<file path="src/rtl/nes_cpu_pkg.sv">
// Shared definitions for the NES CPU memory subsystem.
//   owner_e     : identifies which requester owns a bus cycle / read return
//   arb_state_e : mem_bus_arbiter FSM states
//   NES_ADDR_W / NES_DATA_W : CPU bus widths
package nes_cpu_pkg;

  localparam int unsigned NES_ADDR_W = 16;
  localparam int unsigned NES_DATA_W = 8;

  typedef enum logic [1:0] {
    OWN_NONE,
    OWN_FETCH,
    OWN_EXEC,
    OWN_DMA
  } owner_e;

  typedef enum logic [1:0] {
    ARB_IDLE,
    ARB_EXEC_LOCK,
    ARB_DMA
  } arb_state_e;

endpackage

</file>
<file path="src/rtl/mem_rd_tag_pipe.sv">
// Owner-tag delay line for bus reads.
//   clk, rst          : clock, asynchronous active-high reset
//   issue_tag         : owner of a read granted this cycle (OWN_NONE otherwise)
//   mem_rdata         : bus read data, valid the cycle after a read bus cycle
//   f/e/d_rvalid      : read return strobe per requester
//   f/e/d_rdata       : read data per requester (zero when not valid)
// Tag stage 1 tracks the bus cycle in flight, stage 2 tracks the cycle whose
// data is on mem_rdata now, so returns appear two cycles after the grant.
module mem_rd_tag_pipe
  import nes_cpu_pkg::*;
#(
  parameter int unsigned DATA_W = NES_DATA_W
) (
  input  logic              clk,
  input  logic              rst,
  input  owner_e            issue_tag,
  input  logic [DATA_W-1:0] mem_rdata,
  output logic              f_rvalid,
  output logic [DATA_W-1:0] f_rdata,
  output logic              e_rvalid,
  output logic [DATA_W-1:0] e_rdata,
  output logic              d_rvalid,
  output logic [DATA_W-1:0] d_rdata
);

  owner_e bus_tag;
  owner_e ret_tag;

  always_ff @(posedge clk or posedge rst) begin
    if (rst) begin
      bus_tag <= OWN_NONE;
      ret_tag <= OWN_NONE;
    end else begin
      bus_tag <= issue_tag;
      ret_tag <= bus_tag;
    end
  end

  always_comb begin
    f_rvalid = (ret_tag == OWN_FETCH);
    e_rvalid = (ret_tag == OWN_EXEC);
    d_rvalid = (ret_tag == OWN_DMA);
    f_rdata  = f_rvalid ? mem_rdata : '0;
    e_rdata  = e_rvalid ? mem_rdata : '0;
    d_rdata  = d_rvalid ? mem_rdata : '0;
  end

endmodule

</file>
<file path="src/rtl/mem_bus_arbiter.sv">
// Single-port CPU bus arbiter shared by fetch, execute and OAM DMA.
//   clk, rst                       : clock, asynchronous active-high reset
//   f_req/f_addr -> f_gnt          : fetch read request / combinational grant
//   e_req/e_rw_n/e_addr/e_wdata    : execute access; e_lock reserves the bus
//   d_req/d_rw_n/d_addr/d_wdata    : DMA access, d_req held for whole transfer
//   *_rvalid/*_rdata               : tagged read returns, two cycles after grant
//   mem_en/mem_rw_n/mem_addr/mem_wdata/mem_rdata : registered bus interface
//   halt_fetch                     : fetch is requesting but not granted
// Priority DMA > execute > fetch, except that fetch beats execute once it has
// been denied STARVE_MAX times in a row. EXEC_LOCK and DMA hold the bus for
// their owner until e_lock / d_req drop; arbitration resumes that same cycle.
module mem_bus_arbiter
  import nes_cpu_pkg::*;
#(
  parameter int unsigned ADDR_W     = NES_ADDR_W,
  parameter int unsigned DATA_W     = NES_DATA_W,
  parameter int unsigned STARVE_MAX = 4
) (
  input  logic              clk,
  input  logic              rst,
  input  logic              f_req,
  input  logic [ADDR_W-1:0] f_addr,
  output logic              f_gnt,
  output logic              f_rvalid,
  output logic [DATA_W-1:0] f_rdata,
  input  logic              e_req,
  input  logic              e_rw_n,
  input  logic [ADDR_W-1:0] e_addr,
  input  logic [DATA_W-1:0] e_wdata,
  input  logic              e_lock,
  output logic              e_gnt,
  output logic              e_rvalid,
  output logic [DATA_W-1:0] e_rdata,
  input  logic              d_req,
  input  logic              d_rw_n,
  input  logic [ADDR_W-1:0] d_addr,
  input  logic [DATA_W-1:0] d_wdata,
  output logic              d_gnt,
  output logic              d_rvalid,
  output logic [DATA_W-1:0] d_rdata,
  output logic              mem_en,
  output logic              mem_rw_n,
  output logic [ADDR_W-1:0] mem_addr,
  output logic [DATA_W-1:0] mem_wdata,
  input  logic [DATA_W-1:0] mem_rdata,
  output logic              halt_fetch
);

  localparam logic [3:0] STARVE_LIM = 4'(STARVE_MAX);

  arb_state_e state;
  logic [3:0] starve_cnt;

  logic   lock_hold;
  logic   dma_hold;
  logic   free_arb;
  owner_e gnt_owner;
  owner_e rd_tag;

  // lock_hold/dma_hold: the reserving requester still asserts its hold signal.
  // Once it drops, the cycle is arbitrated as if already back in IDLE.
  always_comb begin
    lock_hold = (state == ARB_EXEC_LOCK) && e_lock;
    dma_hold  = (state == ARB_DMA) && d_req;
    free_arb  = !lock_hold && !dma_hold;
    f_gnt     = 1'b0;
    e_gnt     = 1'b0;
    d_gnt     = 1'b0;
    if (lock_hold)
      e_gnt = e_req;
    else if (d_req)
      d_gnt = 1'b1;
    else if (f_req && (starve_cnt == STARVE_LIM))
      f_gnt = 1'b1;
    else if (e_req)
      e_gnt = 1'b1;
    else if (f_req)
      f_gnt = 1'b1;
  end

  always_comb begin
    gnt_owner = OWN_NONE;
    rd_tag    = OWN_NONE;
    if (d_gnt) begin
      gnt_owner = OWN_DMA;
      if (d_rw_n) rd_tag = OWN_DMA;
    end else if (e_gnt) begin
      gnt_owner = OWN_EXEC;
      if (e_rw_n) rd_tag = OWN_EXEC;
    end else if (f_gnt) begin
      gnt_owner = OWN_FETCH;
      rd_tag    = OWN_FETCH;
    end
  end

  assign halt_fetch = f_req && !f_gnt;

  always_ff @(posedge clk or posedge rst) begin
    if (rst) begin
      state      <= ARB_IDLE;
      starve_cnt <= '0;
      mem_en     <= 1'b0;
      mem_rw_n   <= 1'b1;
      mem_addr   <= '0;
      mem_wdata  <= '0;
    end else begin
      mem_en <= (gnt_owner != OWN_NONE);
      case (gnt_owner)
        OWN_FETCH: begin
          mem_rw_n <= 1'b1;
          mem_addr <= f_addr;
        end
        OWN_EXEC: begin
          mem_rw_n  <= e_rw_n;
          mem_addr  <= e_addr;
          mem_wdata <= e_wdata;
        end
        OWN_DMA: begin
          mem_rw_n  <= d_rw_n;
          mem_addr  <= d_addr;
          mem_wdata <= d_wdata;
        end
        default: mem_rw_n <= 1'b1;
      endcase

      if (free_arb) begin
        if (d_gnt)
          state <= ARB_DMA;
        else if (e_gnt && e_lock)
          state <= ARB_EXEC_LOCK;
        else
          state <= ARB_IDLE;
      end

      if (f_gnt || !f_req)
        starve_cnt <= '0;
      else if (free_arb && (starve_cnt != STARVE_LIM))
        starve_cnt <= starve_cnt + 4'd1;
    end
  end

  mem_rd_tag_pipe #(
    .DATA_W(DATA_W)
  ) u_tag_pipe (
    .clk      (clk),
    .rst      (rst),
    .issue_tag(rd_tag),
    .mem_rdata(mem_rdata),
    .f_rvalid (f_rvalid),
    .f_rdata  (f_rdata),
    .e_rvalid (e_rvalid),
    .e_rdata  (e_rdata),
    .d_rvalid (d_rvalid),
    .d_rdata  (d_rdata)
  );

endmodule
</file>
<file path="config.mk">
export PLATFORM = sky130hd
export DESIGN_NAME = mem_bus_arbiter
export DESIGN_NICKNAME = d
export VERILOG_FILES = /design/src/rtl/nes_cpu_pkg.sv /design/src/rtl/mem_rd_tag_pipe.sv /design/src/rtl/mem_bus_arbiter.sv
export SDC_FILE = /design/constraint.sdc
export NUM_CORES = 1
export LEC_CHECK = 0
export ABC_AREA = 1
export CAP_MARGIN = 20
export CORE_ASPECT_RATIO = 2
export CORE_UTILIZATION = 37
export CTS_CLUSTER_SIZE = 16
export DETAILED_ROUTE_END_ITERATION = 16
export GPL_ROUTABILITY_DRIVEN = 0
export GPL_TIMING_DRIVEN = 1
export PLACE_DENSITY_LB_ADDON = 0.05
export SLEW_MARGIN = 20
export SYNTH_ARGS = -nofsm -noshare
export SYNTH_HDL_FRONTEND = slang
export SYNTH_HIERARCHICAL = 1
export SYNTH_SLANG_ARGS = --single-unit
</file>
<file path="constraint.sdc">
create_clock -name clk -period 1.9 [get_ports clk]
set_input_delay 0.38 -clock clk [delete_from_list [all_inputs] [get_ports clk]]
set_output_delay 0.38 -clock clk [all_outputs]
set_load 0.1 [all_outputs]
</file>
==> impl_metrics.tcl, run 1 <==
set metrics [dict create \
    num_io_pins 137 \
    startpoint_type "flip-flop" \
    coreArea_um2 5520 \
    vias 2485 \
    antenna_cells 0 \
    worstSkewPairLatency_ns 0.28 \
    grt-ovfl-total 0 \
    antenna_left 0 \
    syn-cell-area_um2 2140 \
    ir_drop_mv 0.682 \
    final_nets 535 \
    die_h_um 110 \
    dr.pass1.iters 6 \
    status "complete, no violations" \
    cp_max_fo 3 \
    cts.sinks 36 \
    slew_violations 0 \
    end_kind "output port" \
    maxSlewHeadroom_pct 67.8 \
    power.density_nw_per_um2 761 \
    tightest_slew_ns 0.482 \
    startpoint "starve_cnt[1]$_DFFE_PP0P_" \
    yosys.cell_types.count 27 \
    area_growth_pct 94.5 \
    worstPathRequired_ns 1.52 \
    postCtsHoldBufs 0 \
    critical_path_class "flip-flop to output port" \
    yosysTopAreaCell "dfrtp_1" \
    skew_ns 0.00616 \
    drt-initial-drc-count 93 \
    ctsHtreeMaxLevel 2 \
    cts_tree "yes" \
    grt_max_degree 26 \
    routed_wl_um 6900 \
    dpl.cell_count 497 \
    drc_errors 0 \
    r2r_start "starve_cnt[0]$_DFFE_PP0P_" \
    drv_cap 0 \
    power_mw 3.17 \
    place_hpwl_um 5120 \
    synthCells 299 \
    cts_buffer_depth 2 \
    io_buffer_count 136 \
    die-width_um 55.8 \
    setup_viol 0 \
    finalHoldViolCount 0 \
    path_clk_slew_ns 0.07 \
    cp.arrival_ns 1.52 \
    min_path_type "primary input to asynchronous set/reset pin" \
    rows 38 \
    syn_area_per_cell_um2 7.17 \
    synth_fp_nets 381 \
    fmax_mhz 527 \
    synth_warnings 6 \
    antenna_found_initial 0 \
    dieArea_um2 6120 \
    gr-usage-all-layers_pct 22.4 \
    grt_pass1_wl_um 10900 \
    p_leak_nw 1.99 \
    period_share_pct 99.9 \
    routedWlPerCell_um 13.4 \
    cts_buffers 5 \
    synth_seq_cells 36 \
    ys_seq_area_share_pct 42.1 \
    start_util_pct 38.9 \
    cts-root-buf "clkbuf_8" \
    synth.area.top_cells "dfrtp_1 41%, nor2_1 18%, nand2_1 8.4%" \
    drive_gt1_share_pct 31.1 \
    avgViaCountPerCell 4.84 \
    grt_pass1_vias 2387 \
    post-place-ws_ns -0.159 \
    tns_ns 0 \
    synth_top_area_share_pct 40.9 \
    period_needed_ns 1.90 \
    setup_slack_ns 0.00230 \
    grt_setup_unrepaired "yes" \
    final_cells 513 \
]
-- cell usage after synthesis --
cell type	n
nand2_1	48
nand2_4	2
nand2_2	3
dfstp_2	1
a21oi_4	1
clkinv_1	1
nand4_1	1
nand3_1	30
nand3_2	2
ha_1	2
o211ai_1	8
buf_6	4
or2_0	1
buf_4	2
a21oi_1	1
o21ai_2	1
xor2_1	1
nand3b_1	1
dfrtp_1	35
o21ai_1	2
nor2_1	105
inv_1	30
buf_2	5
nand3_4	2
nor2_4	1
o21ai_0	2
or2_2	7
-- where the power goes --
part           internal [mW]  total, mW  switching [mW]
sequential             0.859      0.914          0.0548
combinational          0.529       1.68            1.15
clock                  0.323      0.580           0.257
total                   1.71       3.17            1.46
-- state kept, by name (all words and copies together) (netlist names) --
register / flops
u_tag_pipe/ret_tag: 2
mem_wdata: 8
u_tag_pipe/bus_tag: 2
starve_cnt: 4
state: 2
mem_rw_n: 1
mem_en: 1
mem_addr: 16
-- worst max-delay path, stage by stage, from the launching register on --
cell        delay (ns)
dfrtp_1           0.37
inv_2             0.06
ha_4              0.16
nand3_4           0.07
nand2_2           0.07
nand3_4           0.07
clkinvlp_4        0.13
nor2_4            0.13
buf_12            0.18
-- area by class of cell --
class,count,area (µm²)
repair buffers,157,1810
fillers,403,1350
well taps,60,75.1
flip-flops and latches,36,902
multi-input cells,222,1160
inverters,31,124
clock buffers,7,96.3
-- worst paths after layout --
path	slack (ns)	cells past startpoint	to
worst max-delay path	0.002	8	halt_fetch
worst min-delay path	0.32	2	u_tag_pipe/ret_tag[0]$_DFF_PP0_
worst max register to register	0.14	11	mem_addr[5]$_DFFE_PP0P_
worst min register to register	0.35	0	u_tag_pipe/ret_tag[0]$_DFF_PP0_
max in group asynchronous	0.95	3	mem_wdata[1]$_DFFE_PP0N_
min in group clk	0.35	0	u_tag_pipe/ret_tag[0]$_DFF_PP0_
-- placed cells by master (no fill, tap or decap), types with 8 or more instances in the layout --
master	instances
buf_12	35
buf_4	43
clkdlybuf4s50_1	76
dfrtp_1	35
inv_1	25
nand2_1	46
nand3_1	29
nor2_1	80
nor2_2	25
o211ai_1	8
-- kinds of logic (layout without fill, tap and decap cells) --
group / Yosys count / in the layout / share of synthesized area, %
compound gates: 15 / 15 / 5.14
xor+xnor: 1 / 1 / 0.409
buf+inv: 42 / 195 / 9.40
fa+ha+maj: 2 / 2 / 1.17
simple gates: 203 / 204 / 41.8
flops: 36 / 36 / 42.1
-- stage by stage --
stage          hold slack [ns]  area, µm²  utilization [%]
2_1_floorplan            0.146       2250                -
3_3_place_gp             0.333       3990             72.4
3_5_place_dp             0.337       3990             72.4
4_1_cts                  0.309       4140             75.1
5_1_grt                  0.332       4170             75.6
6_report                 0.315       4170             75.6
-- routing by layer --
layer	global-route usage (%)	wire length [µm]	share of wire, %	vias to the layer above
met3	3.65	480	7.0	10
met1	22.9	2290	33	1124
met4	8.54	121	1.8	0
met5	0	0	0	-
li1	-	-	-	1227
met2	44.4	4000	58	124
-- repair_timing --
item / 4_1_cts / 5_1_grt
pin swaps: 4 / 2
gates resized for setup: 5 / 2
cloned: 0 / 1
setup buffers: 6 / 2
endpoints found under the setup margin: 4 / 5
Note: power is estimated with default switching activity, not from simulation.
==> run 2, diff against run 1 <==
Settings changed: ABC_CLOCK_PERIOD_IN_PS from default to 2200, CORE_UTILIZATION 37 to 40, SETUP_SLACK_MARGIN from default to 0.1.
Clock period 1.9 ns to 2.2 ns, I/O delays scaled along.
==> impl_metrics.tcl, run 2 (synthesized netlist as in run 1, its figures left out) <==
set metrics [dict create \
    status "complete, no violations" \
    worstRegToRegCells 9 \
    grt_pass1_vias 2492 \
    end_kind "output port" \
    vias 2453 \
    gr-usage-all-layers_pct 25.7 \
    power_frac_comb_pct 52.0 \
    cp.arrival_ns 1.59 \
    die_h_um 106 \
    reg2reg_to "mem_addr[14]$_DFFE_PP0P_" \
    maxSlewHeadroom_pct 75.5 \
    start_util_pct 41.7 \
    antenna_cells 0 \
    grt_setup_unrepaired "no" \
    power.switching_mw 1.24 \
    routed_wl_um 6690 \
    die-width_um 53.8 \
    p_leak_nw 1.92 \
    largestRegisters "mem_addr: 16 flops, mem_wdata: 8 flops, starve_cnt: 4 flops" \
    drv_cap 0 \
    tightest_slew_ns 0.367 \
    drc_errors 0 \
    area_growth_pct 87.6 \
    critical_path_class "primary input to output port" \
    grt_pass1_wl_um 10800 \
    grt-ovfl-total 0 \
    drive_gt1_share_pct 28.7 \
    final_nets 524 \
    swShare_pct 46.3 \
    ctsHtreeMaxLevel 2 \
    largest_register_ffs 16 \
    coreArea_um2 5140 \
    postCtsHoldBufs 0 \
    period_share_pct 92.1 \
    drt-initial-drc-count 60 \
    dieArea_um2 5670 \
    path_clk_slew_ns 0.07 \
    regMostFlops "mem_addr" \
    grt_max_degree 26 \
    layout_commonest_cell "nor2_1" \
    clkPwrFrac_pct 18.6 \
    mostFrequentLayoutCells "80 x nor2_1, 78 x clkdlybuf4s50_1, 47 x nand2_1" \
    cp_max_fo 2 \
    avgViaCountPerCell 4.91 \
    worstPathRequired_ns 1.76 \
    cts_buffers 5 \
    regToRegSetupSlack_ns 0.49 \
    cts-root-buf "clkbuf_8" \
    period_needed_ns 2.03 \
    finalHoldViolCount 0 \
    cts_tree "yes" \
    timing.hold.ws_ns 0.360 \
    critPathCapture "halt_fetch" \
    antenna_left 0 \
    fmax_mhz 494 \
    startpoint_type "primary input" \
    power.density_nw_per_um2 668 \
    routedWlPerCell_um 13.4 \
    skew_ns 0.00461 \
    worstSkewPairLatency_ns 0.28 \
    antenna_found_initial 0 \
    num_io_pins 137 \
    min_path_type "flip-flop to flip-flop" \
    cts_buffer_depth 2 \
    rows 37 \
    dr.pass1.iters 5 \
    io_buffer_count 136 \
    startpoint "f_req" \
    final_cells 500 \
    r2r_start "starve_cnt[0]$_DFFE_PP0P_" \
    setup_viol 0 \
    dpl.cell_count 493 \
    seqPwrFrac_pct 29.4 \
    cts.sinks 36 \
    ir_drop_mv 0.573 \
    p_int_mw 1.44 \
    slew_violations 0 \
    place_hpwl_um 5450 \
]
run 2: cell type report:
type	instances	area, µm²
timing repair buffer	147	1700
multi-input combinational	221	1130
fill	364	1120
sequential	36	902
inverter	31	120
clock buffer	7	96.3
tap	58	72.6
run 2: metrics by stage:
| step | setup WS (ns) | util (%) | cell area (µm²) | power, mW | setup TNS [ns] |
|---|---|---|---|---|---|
| after floorplan | -0.231 | - | 2230 | 1.74 | -0.951 |
| after global placement | 0.0626 | 76.4 | 3920 | 2.19 | 0 |
| after detailed placement | 0.0369 | 76.4 | 3920 | 2.21 | 0 |
| after CTS | 0.109 | 78.2 | 4020 | 2.71 | 0 |
| after global routing | 0.111 | 78.3 | 4020 | 2.79 | 0 |
| final | 0.174 | 78.3 | 4020 | 2.69 | 0 |
run 2: worst min path at each step:
stage | cells after the start | from | end | slack [ns]
floorplan | 1 | rst | u_tag_pipe/bus_tag[0]$_DFF_PP0_ | 0.21
global placement | 0 | u_tag_pipe/bus_tag[1]$_DFF_PP0_ | u_tag_pipe/ret_tag[1]$_DFF_PP0_ | 0.35
detailed placement | 0 | u_tag_pipe/bus_tag[1]$_DFF_PP0_ | u_tag_pipe/ret_tag[1]$_DFF_PP0_ | 0.35
CTS | 2 | rst | u_tag_pipe/ret_tag[1]$_DFF_PP0_ | 0.37
global route | 0 | u_tag_pipe/bus_tag[0]$_DFF_PP0_ | u_tag_pipe/ret_tag[0]$_DFF_PP0_ | 0.37
finish | 0 | u_tag_pipe/bus_tag[0]$_DFF_PP0_ | u_tag_pipe/ret_tag[0]$_DFF_PP0_ | 0.36
run 2: power groups by stage:
stage / clock network, mW / logic, mW / registers (mW)
6_report: 0.499 / 1.40 / 0.789
3_3_place_gp: 0 / 1.39 / 0.798
4_1_cts: 0.512 / 1.41 / 0.790
3_5_place_dp: 0 / 1.40 / 0.801
2_1_floorplan: 0 / 0.469 / 1.27
5_1_grt: 0.533 / 1.46 / 0.797
run 2: worst max-delay path, stage by stage:
cell and delay [ns]:
clkdlybuf4s50_1 0.46, inv_2 0.11, nor2_2 0.05, nand3_4 0.09, clkinvlp_4 0.13, nor2_4 0.13
buf_12 0.18
run 2: metal layers:
layer	up-vias	wire length [µm]	share of wire, %	track usage (%)
met5	-	0	0	0
met4	0	176	2.6	9.77
met3	19	527	7.9	6.78
met2	113	3760	56	48.3
met1	1112	2230	33	24.2
li1	1209	-	-	-
run 2: what timing repair did:
item                       in CTS  in global routing
setup endpoints to repair       2                  2
setup buffers                   0                  0
pin swaps                       0                  1
cloned                          0                  0
resized for setup               1                  2
